**config.mk**
```make
export PLATFORM = sky130hd
export DESIGN_NAME = fetch_stage
export DESIGN_NICKNAME = d
export VERILOG_FILES = /design/src/rtl/fetch_stage.sv
export SDC_FILE = /design/constraint.sdc
export NUM_CORES = 1
export LEC_CHECK = 0
export ABC_CLOCK_PERIOD_IN_PS = 4900
export BUFFER_PORTS_ARGS = -buffer_cell sky130_fd_sc_hd__buf_4
export CORE_MARGIN = 1
export CORE_UTILIZATION = 56
export CTS_CLUSTER_DIAMETER = 50
export CTS_CLUSTER_SIZE = 30
export DETAILED_ROUTE_END_ITERATION = 10
export MAX_ROUTING_LAYER = met4
export PLACE_DENSITY_LB_ADDON = 0.12
export SLEW_MARGIN = 10
export SYNTH_ARGS = -nofsm -noshare
export SYNTH_HDL_FRONTEND = slang
export SYNTH_SLANG_ARGS = --single-unit
export TNS_END_PERCENT = 30
```
**constraint.sdc**
```tcl
create_clock -name clk -period 4.9 [get_ports clk]
set_input_delay 0.49 -clock clk [delete_from_list [all_inputs] [get_ports clk]]
set_output_delay 0.49 -clock clk [all_outputs]
set_load 0.02 [all_outputs]
```
**src/rtl/fetch_stage.sv**
```systemverilog
// Fetch stage: owns the PC, reads instruction memory and fills the Fetch/Decode buffer.
// Handles boot/interrupt vector loads, two-word immediate assembly and interrupt injection.
module fetch_stage #(
  parameter int PC_W    = 32,
  parameter int ADDR_W  = 20,
  parameter int RST_VEC = 0,
  parameter int INT_VEC = 1
) (
  input  logic              clk,
  input  logic              rst,
  input  logic [15:0]       imem_data,
  output logic [ADDR_W-1:0] imem_addr,
  input  logic              pc_enable,
  input  logic              fd_enable,
  input  logic              flush,
  input  logic              jump_sel,
  input  logic [PC_W-1:0]   jump_target,
  input  logic              interrupt,
  output logic [15:0]       fd_inst,
  output logic [15:0]       fd_imm,
  output logic [PC_W-1:0]   fd_pc,
  output logic              fd_valid,
  output logic              fd_int
);

  typedef enum logic [1:0] {BOOT, RUN, IMM, INTV} state_t;

  typedef struct packed {
    logic [15:0]     inst;
    logic [15:0]     imm;
    logic [PC_W-1:0] pc;
    logic            valid;
    logic            intr;
  } fd_t;

  localparam logic [ADDR_W-1:0] RST_A = ADDR_W'(RST_VEC);
  localparam logic [ADDR_W-1:0] INT_A = ADDR_W'(INT_VEC);

  state_t          state, state_n;
  logic [PC_W-1:0] pc, pc_n;
  logic            int_pend, int_pend_n, take_int;
  logic [15:0]     hold_inst, hold_inst_n;
  logic [PC_W-1:0] hold_pc, hold_pc_n;
  fd_t             fd_q, fd_w, fd_n;

  logic [PC_W-1:0] pc_inc, word_ext;
  logic            two_word;

  assign pc_inc   = pc + PC_W'(1);
  assign word_ext = PC_W'(imem_data);
  assign two_word = (imem_data[15:14] == 2'b11);

  always_comb begin
    case (state)
      BOOT:    imem_addr = RST_A;
      INTV:    imem_addr = INT_A;
      default: imem_addr = pc[ADDR_W-1:0];
    endcase
  end

  // fd_w is what the FSM would like to write; fd_enable/flush decide what lands.
  always_comb begin
    state_n     = state;
    pc_n        = pc;
    take_int    = 1'b0;
    hold_inst_n = hold_inst;
    hold_pc_n   = hold_pc;
    fd_w        = fd_q;
    case (state)
      BOOT: begin
        pc_n    = word_ext;
        state_n = RUN;
      end
      RUN: begin
        if (jump_sel) begin
          pc_n       = jump_target;
          fd_w.valid = 1'b0;
        end else if (pc_enable) begin
          if (int_pend) begin
            fd_w.intr  = 1'b1;
            fd_w.valid = 1'b0;
            fd_w.pc    = pc;
            take_int   = 1'b1;
            state_n    = INTV;
          end else if (two_word) begin
            hold_inst_n = imem_data;
            hold_pc_n   = pc;
            pc_n        = pc_inc;
            fd_w.valid  = 1'b0;
            state_n     = IMM;
          end else begin
            fd_w.inst  = imem_data;
            fd_w.imm   = 16'h0;
            fd_w.pc    = pc;
            fd_w.valid = 1'b1;
            pc_n       = pc_inc;
          end
        end
      end
      IMM: begin
        if (jump_sel) begin
          pc_n    = jump_target;
          state_n = RUN;
        end else if (pc_enable) begin
          fd_w.inst  = hold_inst;
          fd_w.imm   = imem_data;
          fd_w.pc    = hold_pc;
          fd_w.valid = 1'b1;
          pc_n       = pc_inc;
          state_n    = RUN;
        end
      end
      INTV: begin
        if (pc_enable) begin
          pc_n       = word_ext;
          fd_w.intr  = 1'b0;
          fd_w.valid = 1'b0;
          state_n    = RUN;
        end
      end
      default: state_n = BOOT;
    endcase

    if (flush) begin
      fd_n       = fd_q;
      fd_n.valid = 1'b0;
      fd_n.intr  = 1'b0;
      fd_n.inst  = 16'h0;
    end else if (fd_enable) begin
      fd_n = fd_w;
    end else begin
      fd_n = fd_q;
    end

    // A request arriving on the service edge re-arms the pending flag.
    int_pend_n = (int_pend & ~take_int) | interrupt;
  end

  always_ff @(posedge clk or posedge rst) begin
    if (rst) begin
      state     <= BOOT;
      pc        <= '0;
      int_pend  <= 1'b0;
      hold_inst <= '0;
      hold_pc   <= '0;
      fd_q      <= '0;
    end else begin
      state     <= state_n;
      pc        <= pc_n;
      int_pend  <= int_pend_n;
      hold_inst <= hold_inst_n;
      hold_pc   <= hold_pc_n;
      fd_q      <= fd_n;
    end
  end

  assign fd_inst  = fd_q.inst;
  assign fd_imm   = fd_q.imm;
  assign fd_pc    = fd_q.pc;
  assign fd_valid = fd_q.valid;
  assign fd_int   = fd_q.intr;

endmodule
```
==> flow_summary.toml <==
[synthesis]
yosys-top-cells-count = "dfrtp_1 (149), nand2_1 (120), o21ai_0 (78)"
synth.cell_area_mm2 = 0.007566
synthArstFlopShare_pct = 100.0
yosys.area.top_type = "dfrtp_1"
synth_warnings = 0
synth_edf_count = 0
ys_seq_area_share_pct = 49.28
synth.most_common_cell = "dfrtp_1"
synthDistinctLibCells = 65
synthCells = 745
synth_area_per_cell_um2 = 10.16
synth_top_area_share_pct = 49.28
syn-num-nets = 805
synth_ff_type = "dfrtp_1"
synthTopCellsByArea = "dfrtp_1 (49%), mux2i_1 (7.5%), mux2_2 (7.0%)"
ys_ff_latch = 149

[floorplan]
coreArea_mm2 = 0.01319
io-pin-count = 141
fp.dieW_um = 118.2
dieArea_mm2 = 0.01398
rows = 42
fp.dieH_um = 118.2
initial_core_util_pct = 57.36

[timing]
tightest_slew_ns = 1.080
max_freq_ghz = 0.3118
setup_viol = 0
finalHoldViolCount = 0
fin_skew_ns = 0.01179
fin_crit_ns = 3.207
slew_violations = 0
fin_crit_sh_pct = 65.45
rsz0062_at_grt = "false"
setup-tns-final_ns = 0
relSlewSlack_pct = 28.01

[setup_path]
critPathCapture = "pc[29]$_DFFE_PP0P_"
rrSetupSlack_ns = 1.69
reg2reg_from = "state[1]$_DFFE_PP0P_"
critPathCaptureType = "flip-flop"
cp.arrival_ns = 3.57
path_max_fanout = 14
max_stage_delay_ns = 0.68
rr_worst_depth = 7
cpMaxStageDelayCell = "or4_1"
crit_path_frequent_cell = "nand3_1"
worstPathCellList = "inv_1, ha_1, nor2_1, o311a_1, nand3_1, or4_1, nand3_1"
path_class = "reg -> reg"
critical_path.startpoint_type = "flip-flop"
cp.required_ns = 5.26
worstReg2RegEnd = "pc[29]$_DFFE_PP0P_"
critPathLaunch = "state[1]$_DFFE_PP0P_"

[power_and_ir_drop]
power_density_mw_per_mm2 = 625.9
leakage_nw = 4.211
power.total_w = 0.005804
peakVddDrop_uv = 370.3

[cts]
cts.sink_count = 149
clock_latency_ns = 0.43
h-tree-depth = 4
cts_tree = "done"
ctsHoldBuffers = 0
cts_buffer_depth = 2
clk_pin_slew_ns = 0.06
root_buffer = "clkbuf_16"
cts-resized-gates = 0
numCtsBuffers = 17
post_cts_buffers = 0

[route]
routedWlPerCell_um = 18.37
drt_iter0_markers = 448
drtPass1Iterations = 5
drtAntennaViolNets = 0
drt-total-wl_mm = 19.14
drc = 0
num_vias = 6174
vias_per_cell = 5.925

[global_routing]
grt_pass1_wl_mm = 31.15
grt_max_degree = 110
antenna_found_initial = 0
grtUsageTotal_pct = 29.46
grt_overflow = 0
grt_pass1_vias = 6022

[final_layout]
num_antenna_cells = 0
drive_gt1_share_pct = 28.41
fin_util_pct = 70.30
area_delta_synth_final_pct = 22.56
final_area_mm2 = 0.009273
fin_nets = 913

[placed_design]
gp_congestion = 0.8399
port-buffer-count = 140
dp_hpwl_mm = 13.01
place_area_mm2 = 0.008680

[status]
outcome = "complete, no violations"

[flow_run]
max_cap_viol_count = 0

[min_path]
min_path_type = "in -> reg"
[critical path, delay by kind of cell (launching register included)]
| kind | cells | cell delay, ns |
|---|---|---|
| AOI/OAI and AO/OA | 1 | 0.52 |
| adders and majority gates | 1 | 0.30 |
| buffers and inverters | 1 | 0.13 |
| DFF | 1 | 0.45 |
| and+or+nand+nor | 4 | 1.76 |
[cell usage in the layout (no fill, tap or decap), drive strengths merged, types with 8 or more instances in the layout]
cell / netlist / layout
nor2b: 8 / 8
buf: 29 / 148
inv: 11 / 13
a31oi: 8 / 8
a21oi: 14 / 14
mux2: 47 / 47
dfrtp: 149 / 149
nand2: 120 / 120
and2: 19 / 19
mux2i: 57 / 57
clkbuf: 30 / 21
nor2: 23 / 23
nand3: 24 / 24
nand4: 11 / 11
o31ai: 17 / 17
o21ai: 80 / 80
[kinds of logic after synthesis]
kind of cell             after synthesis  synth area share [%]
adder cells (fa/ha/maj)                5                0.8269
flip-flops                           149                 49.28
buffers and inverters                 70                 4.299
AND/OR/NAND/NOR                      247                 16.70
XOR/XNOR                              12                 1.389
multiplexers                         104                 14.54
AO/OA/AOI/OAI                        158                 12.97
[stage by stage]
step	instances	setup WS (ns)	hold slack (ns)
global placement	1010	1.896	0.4500
global route	1042	1.499	0.2606
detailed placement	1010	1.765	0.4632
floorplan	745	0.4020	0.4393
CTS	1042	1.757	0.2517
finish	1042	1.693	0.2619
[metal layers]
| layer | vias up | global-route usage, % | part of all wire, % |
|---|---|---|---|
| li1 | 2881 | - | - |
| met1 | 3056 | 39.97 | 46 |
| met2 | 212 | 45.48 | 48 |
| met3 | 25 | 5.164 | 5.1 |
| met4 | 0 | 8.894 | 1.4 |
| met5 | - | - | 0 |
[sequential cells by signal, indices dropped and copies added (netlist names)]
name       flops
fd_pc         32
hold_pc       32
pc            32
fd_imm        16
fd_inst       16
hold_inst     16
state          2
fd_int         1
fd_valid       1
int_pend       1
[layout make-up]
class                      count  area (µm²)
clock buffer                  21       470.5
clock inverter                11       122.6
fill                        1014        3918
inverter                      11       46.29
multi-input combinational    526        3573
sequential                   149        3729
tap                          176       220.2
timing repair buffer         148        1111
[report_power, final]
| group | switching (W) | total, W | internal [W] |
|---|---|---|---|
| registers | 0.000413 | 0.00203 | 0.00162 |
| clock network | 0.000515 | 0.00131 | 0.000790 |
| logic | 0.00146 | 0.00247 | 0.00101 |
| total | 0.00238 | 0.00580 | 0.00342 |
[worst min-delay path by stage]
| stage | startpoint | endpoint | slack, ns | cells after the start |
|---|---|---|---|---|
| after floorplan | hold_inst[14]$_DFFE_PP0P_ | hold_inst[14]$_DFFE_PP0P_ | 0.44 | 1 |
| after global placement | hold_inst[15]$_DFFE_PP0P_ | hold_inst[15]$_DFFE_PP0P_ | 0.45 | 1 |
| after detailed placement | hold_inst[14]$_DFFE_PP0P_ | hold_inst[14]$_DFFE_PP0P_ | 0.46 | 1 |
| after CTS | flush | fd_valid$_DFFE_PP0P_ | 0.25 | 2 |
| after global routing | interrupt | int_pend$_DFF_PP0_ | 0.26 | 2 |
| final | flush | fd_valid$_DFFE_PP0P_ | 0.26 | 2 |
(Power assumes the default switching activity.)
